## config.mk

```make
export PLATFORM = sky130hd
export DESIGN_NAME = fft_peak_search
export DESIGN_NICKNAME = d
export VERILOG_FILES = /design/src/rtl/fft_dso_pkg.sv /design/src/rtl/ipsxe_fft_sync_arstn.sv /design/src/rtl/fft_peak_search.sv
export SDC_FILE = /design/constraint.sdc
export NUM_CORES = 1
export LEC_CHECK = 0
export CAP_MARGIN = 10
export CORE_MARGIN = 5
export CORE_UTILIZATION = 29
export CTS_CLUSTER_DIAMETER = 60
export DETAILED_ROUTE_END_ITERATION = 12
export PLACE_DENSITY = 0.59
export SYNTH_ARGS = -nofsm -noshare
export SYNTH_HDL_FRONTEND = slang
export SYNTH_SLANG_ARGS = --single-unit
```

## constraint.sdc

```tcl
create_clock -name sys_clk -period 2.7 [get_ports sys_clk]
set_input_delay 0.54 -clock sys_clk [delete_from_list [all_inputs] [get_ports sys_clk]]
set_output_delay 0.54 -clock sys_clk [all_outputs]
set_load 0.1 [all_outputs]
```

## src/rtl/fft_dso_pkg.sv

```systemverilog
// Shared widths and FSM state encoding for the FFT display peak search.
package fft_dso_pkg;
  localparam int ADDR_W = 10;
  localparam int MAG_W  = 12;

  typedef enum logic [1:0] {
    ST_IDLE  = 2'd0,
    ST_SCAN  = 2'd1,
    ST_DRAIN = 2'd2
  } state_t;
endpackage

```

## src/rtl/ipsxe_fft_sync_arstn.sv

```systemverilog
// Reset synchronizer: asserts asynchronously, releases on the second clock edge.
module ipsxe_fft_sync_arstn (
  input  logic clk,
  input  logic arst_n,
  output logic rst_n
);
  logic meta;

  always_ff @(posedge clk or negedge arst_n) begin
    if (!arst_n) begin
      meta  <= 1'b0;
      rst_n <= 1'b0;
    end else begin
      meta  <= 1'b1;
      rst_n <= meta;
    end
  end
endmodule

```

## src/rtl/fft_peak_search.sv

```systemverilog
// Scans N_BINS magnitude-RAM words and reports the first largest bin and its value.
// Optional macro PEAK_SKIP_DC_EN excludes bins below DC_SKIP from the search.
module fft_peak_search
  import fft_dso_pkg::*;
#(
  parameter int N_BINS  = 512,
  parameter int RD_LAT  = 2,
  parameter int DC_SKIP = 2
) (
  input  logic              sys_clk,
  input  logic              sys_rst_n,
  input  logic              start,
  output logic [ADDR_W-1:0] rd_addr,
  input  logic [MAG_W-1:0]  rd_data,
  output logic              busy,
  output logic              done,
  output logic [ADDR_W-1:0] peak_bin,
  output logic [MAG_W-1:0]  peak_mag
);
  localparam logic [ADDR_W-1:0] LAST_ADDR = ADDR_W'(N_BINS - 1);

  logic              rst_n;
  state_t            state;
  logic              addr_vld;
  logic [7:0]        drain_cnt;
  logic [RD_LAT-1:0] tag_vld;
  logic [ADDR_W-1:0] tag_addr [RD_LAT];
  logic [ADDR_W-1:0] max_bin;
  logic [MAG_W-1:0]  max_mag;
  logic              fin;
  logic              tag_ok;
  logic              tag_last;
  logic              take;

  ipsxe_fft_sync_arstn u_rst_sync (
    .clk    (sys_clk),
    .arst_n (sys_rst_n),
    .rst_n  (rst_n)
  );

`ifdef PEAK_SKIP_DC_EN
  localparam logic [ADDR_W-1:0] SEED_BIN = ADDR_W'(DC_SKIP);
  assign tag_ok = tag_vld[RD_LAT-1] && (tag_addr[RD_LAT-1] >= SEED_BIN);
`else
  localparam logic [ADDR_W-1:0] SEED_BIN = '0;
  localparam int unused_dc_skip = DC_SKIP;
  assign tag_ok = tag_vld[RD_LAT-1];
`endif

  // Tail of the tag pipe lines up with rd_data; strict compare keeps the lowest bin on ties.
  assign tag_last = tag_vld[RD_LAT-1] && (tag_addr[RD_LAT-1] == LAST_ADDR);
  assign take     = tag_ok && (rd_data > max_mag);

  always_ff @(posedge sys_clk or negedge rst_n) begin
    if (!rst_n) begin
      tag_vld <= '0;
      for (int i = 0; i < RD_LAT; i++) tag_addr[i] <= '0;
    end else begin
      tag_vld[0]  <= addr_vld;
      tag_addr[0] <= rd_addr;
      for (int i = 1; i < RD_LAT; i++) begin
        tag_vld[i]  <= tag_vld[i-1];
        tag_addr[i] <= tag_addr[i-1];
      end
    end
  end

  always_ff @(posedge sys_clk or negedge rst_n) begin
    if (!rst_n) begin
      state     <= ST_IDLE;
      rd_addr   <= '0;
      addr_vld  <= 1'b0;
      drain_cnt <= '0;
      busy      <= 1'b0;
      done      <= 1'b0;
      fin       <= 1'b0;
      max_bin   <= '0;
      max_mag   <= '0;
      peak_bin  <= '0;
      peak_mag  <= '0;
    end else begin
      done <= 1'b0;
      fin  <= tag_last;
      if (take) begin
        max_mag <= rd_data;
        max_bin <= tag_addr[RD_LAT-1];
      end
      // Results publish one cycle after the last bin has been folded in.
      if (fin) begin
        done     <= 1'b1;
        busy     <= 1'b0;
        peak_bin <= max_bin;
        peak_mag <= max_mag;
      end
      case (state)
        ST_IDLE: begin
          if (start && !busy) begin
            state    <= ST_SCAN;
            busy     <= 1'b1;
            addr_vld <= 1'b1;
            rd_addr  <= '0;
            max_bin  <= SEED_BIN;
            max_mag  <= '0;
          end
        end
        ST_SCAN: begin
          if (rd_addr == LAST_ADDR) begin
            state     <= ST_DRAIN;
            rd_addr   <= '0;
            addr_vld  <= 1'b0;
            drain_cnt <= '0;
          end else begin
            rd_addr <= rd_addr + 1'b1;
          end
        end
        ST_DRAIN: begin
          if (drain_cnt == 8'(RD_LAT - 1)) state <= ST_IDLE;
          else drain_cnt <= drain_cnt + 1'b1;
        end
        default: state <= ST_IDLE;
      endcase
    end
  end
endmodule

```

Word-level counts from Yosys, hierarchy flattened

Cells that the tools add are included.

Add/sub/neg operators: 2
Reduce and logical (&&, ||, !) cells: 11
Multiplexer cells: 23
Equality and inequality tests: 9
Magnitude comparators: 1

Operator list:

| operator                                        | count |
|---|---|
| 2-to-1 mux 10 bit                               | 5 |
| 2-to-1 mux 12 bit                               | 3 |
| == test 10 x 9 -> 1 bit (second input constant) | 2 |
| case mux 10 bit (2 select lines)                | 1 |
| 2-to-1 mux 8 bit                                | 2 |
| case mux 8 bit (2 select lines)                 | 1 |
| greater-than comparator 12 bit                  | 1 |
| adder 10 x 1 -> 10 bit (second input constant)  | 1 |
| AND reduction 3 bit                             | 3 |
| adder 8 x 1 -> 8 bit (second input constant)    | 1 |
| == test 8 x 1 -> 1 bit (second input constant)  | 1 |
| != test 2 bit (second input constant)           | 4 |
| 2-to-1 mux 1 bit                                | 6 |
| 2-to-1 mux 2 bit                                | 3 |
| case mux 2 bit (3 select lines)                 | 1 |
| nonzero test 2 bit                              | 2 |
| logical AND 1 bit                               | 3 |
| == test 2 x 1 -> 1 bit (second input constant)  | 1 |
| == test 2 bit (second input constant)           | 1 |
| zero test 2 bit                                 | 1 |
| case mux 1 bit (2 select lines)                 | 1 |
| AND reduction 2 bit                             | 1 |
| zero test 1 bit                                 | 1 |

Bits of input ports: 15
Logic and storage cells: 62
Output and inout port bits: 34
Register bits after elaboration: 92

Longest topological paths before layout

Depth after elaboration: 5
Mapped depth: 8
Gate-level depth less buffers: 7

Cells and area by module

Synthesis repeated with hierarchy kept, for this count alone.

Cells, all modules: 287
Area total of the unflattened synthesis: 3,699.8 um2

By module, submodules not included:

| module               | times used | seq. area each (um2) | area an instance (um2) | cells an instance |
|---|---|---|---|---|
| fft_peak_search      | 1          | 2,252.2              | 3,646.0                | 284 |
| ipsxe_fft_sync_arstn | 1          | 50.0                 | 53.8                   | 3 |

Worst setup path after synthesis

No wires, ideal clock.

Kind: reg-to-reg
Start point: reg rd_addr[0]
End point: reg rd_addr[7]
Clock period less this slack: 2.393 ns
Required time: 2.536 ns
Path buffers: 0
Setup time: 0.164 ns
Cell stages (with the launch flop): 7
Arrival time: 2.229 ns
Path slack: 0.307 ns
Path through: dfrtp_1 -> ha_1 -> nand3_1 -> o31ai_1 -> a31oi_1 -> o21ai_0 -> o31ai_1

Cells in the longest elaborated chain, start to end: 3
Elaborated cells between the ends (all ways): 4
Classes of those cells: add/sub: 1; eq/ne: 1; mux: 2

Ends and longest elaborated chain:

| element                                                                  | RTL line                                       | RTL |
|---|---|---|
| start: declaration                                                       | fft_peak_search.sv:13                          | `output logic [ADDR_W-1:0] rd_addr,` |
| start signal: assignment                                                 | fft_peak_search.sv:113                         | `rd_addr <= rd_addr + 1'b1;` |
| adder 10 x 1 -> 10 bit / == test 10 x 9 -> 1 bit (equally long branches) | fft_peak_search.sv:113, fft_peak_search.sv:107 |  |
| 2-to-1 mux 10 bit (*)                                                    | fft_peak_search.sv:107                         | `if (rd_addr == LAST_ADDR) begin` |
| case mux 10 bit (2 select lines) (*)                                     | fft_peak_search.sv:95                          | `case (state)` |

Mark *: on every way between the ends. The rest lies on a longest branch, timed or not.
A chain may end at the register's enable or synchronous reset.

Worst setup path in the final report

Start point: in rd_data[7]
End point: reg max_bin[5]

Cells in the longest elaborated chain, start to end: 5

Ends and longest elaborated chain:

| element                            | RTL line              | RTL |
|---|---|---|
| start: declaration                 | fft_peak_search.sv:14 | `input logic [MAG_W-1:0] rd_data,` |
| greater-than comparator 12 bit (*) | fft_peak_search.sv:52 | `assign take = tag_ok && (rd_data > max_mag);` |
| logical AND 1 bit (*)              | fft_peak_search.sv:52 |  |
| 2-to-1 mux 10 bit (*)              | fft_peak_search.sv:84 | `if (take) begin` |
| 2-to-1 mux 10 bit                  | fft_peak_search.sv:97 | `if (start && !busy) begin` |
| 2-to-1 mux 10 bit (*)              | fft_peak_search.sv:95 |  |
| end signal: assignment             | fft_peak_search.sv:86 | `max_bin <= tag_addr[RD_LAT-1];` |
| end: declaration                   | fft_peak_search.sv:28 | `logic [ADDR_W-1:0] max_bin;` |

Marked as above.

==> flow_metrics.tcl <==
set metrics [dict create \
    run_status "finished, final reports clean" \
    grt.total_usage_pct 10.6 \
    htree_levels 3 \
    antennaDiodeCount 0 \
    insertion_delay_ns 0.34 \
    fmax_mhz 435 \
    fp.dieArea_sq_mm 0.0153 \
    first_pass_iters 4 \
    r2r-start "max_mag[7]$_DFF_PN0_" \
    fillers 1269 \
    grt_pass1_wl_microns 12600 \
    hold_viol_final 0 \
    grt_pass1_vias 2467 \
    yosysTopAreaCell "dfrtp_1" \
    ctsHoldBuffers 0 \
    yosys_warnings 0 \
    regArea_sq_mm 0.00231 \
    syn_area_sq_mm 0.00374 \
    synthTopCellsByArea "dfrtp_1 (62%), mux2_2 (6.6%), a32o_1 (5.9%)" \
    coreArea_sq_mm 0.0126 \
    grt_setup_unrepaired "no" \
    cp-end-kind "register" \
    crit_type "in2reg" \
    final_area_sq_mm 0.00468 \
    finalSetupViolCount 0 \
    viasPerCell 4.65 \
    path_clk_slew_ns 0.07 \
    multiInputGateArea_sq_mm 0.00132 \
    min_path_type "reg2async" \
    drt_iter0_markers 172 \
    io-pin-count 49 \
    dpl.hpwl_microns 5380 \
    fin_worst_skew_ns 0.00937 \
    numCtsBuffers 9 \
    synth-seq-cells 92 \
    grt_start_max_net_pins 48 \
    cts_root_buf "clkbuf_16" \
    cts-resized-gates 0 \
    clock_sinks 92 \
    rr_worst_depth 8 \
    cts_tree "done" \
    async_flop_share_pct 100 \
    remaining_drc_errors 0 \
    relSlewSlack_pct 31.8 \
    r2r_end "max_bin[5]$_DFF_PN0_" \
    postCtsSetupBuffers 0 \
    antenna_found_initial 0 \
    syn_area_per_cell_sq_um 13.1 \
    start_kind "primary input" \
    synth_edf_count 0 \
    syn_inst 286 \
    nets 377 \
    slew_viol_final 0 \
    yosysMostFrequentCell "dfrtp_1" \
    start_util_pct 29.6 \
    drt.antenna.violating_nets 0 \
    gp_congestion 0.824 \
    arrival_ns 2.57 \
    worstPathMaxFanout 10 \
    p_leak_nw 2.14 \
    drive_above_1_share_pct 25.3 \
    synth_top_area_share_pct 61.6 \
    die_h_microns 124 \
    syn_nets 316 \
    synth_ff_type "dfrtp_1" \
    drv_cap 0 \
    ir_drop_mv 0.364 \
    dpl-instance-area_sq_mm 0.00440 \
    die_x_microns 124 \
    globalRouteOverflowTotal 0 \
    rows 41 \
    min_period_ns 2.30 \
    clk_path_buf_depth 2 \
    reg2reg_slack_ns 0.65 \
    synth_cell_types 40 \
    tightest_slew_ns 1.02 \
    port_buffers 48 \
    drt_wl_total_microns 7470 \
    tns_ns 0 \
    power_density_mw_per_mm2 943 \
    synthToLayoutAreaGrowth_pct 25.3 \
    vias 2434 \
    netlist_top_cells_count "dfrtp_1 (92), a32o_1 (22), mux2_2 (22), inv_1 (19), ha_1 (15)" \
    ys_seq_area_share_pct 61.6 \
    wl_per_cell_microns 14.3 \
    worstPathRequired_ns 2.97 \
    fin_crit_sh_pct 85.2 \
]
## stage by stage
| step | setup slack [ns] | total power, mW | util (%) | hold WS, ns | cells |
|---|---|---|---|---|---|
| after floorplan | 0.307 | 2.88 | - | 0.244 | 286 |
| after global placement | 0.0839 | 3.25 | 34.9 | 0.333 | 508 |
| after detailed placement | 0.0204 | 3.28 | 34.9 | 0.335 | 508 |
| after CTS | 0.391 | 4.47 | 37.1 | 0.347 | 524 |
| after global routing | 0.263 | 4.68 | 37.1 | 0.348 | 524 |
| final | 0.399 | 4.41 | 37.1 | 0.344 | 524 |
## registers in the layout (all words and copies together) (netlist names)
signal	flops
peak_bin	10
busy	1
drain_cnt	8
u_rst_sync.rst_n	1
rd_addr	10
max_mag	12
tag_addr	20
state	2
fin	1
addr_vld	1
peak_mag	12
u_rst_sync.meta	1
tag_vld	2
max_bin	10
done	1
## power breakdown
part,internal (mW),switching [mW],leakage [nW]
registers,1.67,0.250,1.20
logic,0.463,0.850,0.815
clock network,0.635,0.542,0.130
total,2.77,1.64,2.14
## cells by family after synthesis
group | Yosys count | share of synthesized area [%]
flops | 92 | 61.6
compound gates | 53 | 11.8
simple gates | 63 | 9.18
xor+xnor | 10 | 2.34
buf+inv | 29 | 3.01
fa+ha+maj | 15 | 5.02
other cells | 1 | 0.100
mux | 23 | 6.90
## critical path, stage by stage
cell	delay, ns
clkdlybuf4s50_1	0.43
ha_1	0.34
a21oi_1	0.12
o21ai_0	0.13
a211o_1	0.32
o31ai_2	0.31
buf_4	0.23
a32o_1	0.14
## cell usage in the layout (no fill, tap or decap), types with 4 or more instances in the layout
cell,Yosys,routed
nand2_1,12,12
clkbuf_16,0,9
nor3_1,7,7
dfrtp_1,92,91
ha_1,15,15
nand4_1,8,8
clkdlybuf4s50_1,0,14
a21oi_1,4,4
a32o_1,22,22
o21ai_0,11,11
buf_4,0,46
nor2_1,13,13
o31ai_1,4,4
inv_1,19,19
xor2_1,7,7
nand3_1,9,9
mux2_2,22,22
## how the worst max path moves through the flow
stage,endpoint,slack [ns],start
5_1_grt,max_bin[5]$_DFF_PN0_,0.26,rd_data[5]
6_report,max_bin[5]$_DFF_PN0_,0.40,rd_data[7]
4_1_cts,max_bin[5]$_DFF_PN0_,0.39,rd_data[7]
3_3_place_gp,max_bin[3]$_DFF_PN0_,0.08,rd_data[7]
3_5_place_dp,max_bin[5]$_DFF_PN0_,0.02,rd_data[7]
2_1_floorplan,rd_addr[7]$_DFFE_PN0P_,0.31,rd_addr[0]$_DFFE_PN0P_
## metal layers
layer | vias to the layer above | track usage [%] | part of all wire (%) | wire (microns)
met3 | 5 | 3.61 | 4.9 | 365
met2 | 43 | 16.5 | 48 | 3550
met1 | 1215 | 13.7 | 47 | 3480
li1 | 1171 | - | - | -
met5 | - | 0 | 0 | 0
met4 | 0 | 4.01 | 0.90 | 67
## cell type report
| class | instances | share of cell area, % |
|---|---|---|
| multi-input combinational | 165 | 28.2 |
| clock inverter | 7 | 1.20 |
| clock buffer | 9 | 4.81 |
| tap | 172 | 4.60 |
| inverter | 19 | 1.52 |
| timing repair buffer | 60 | 10.4 |
| sequential | 92 | 49.3 |
No activity file was read; power rests on OpenSTA's default activity.
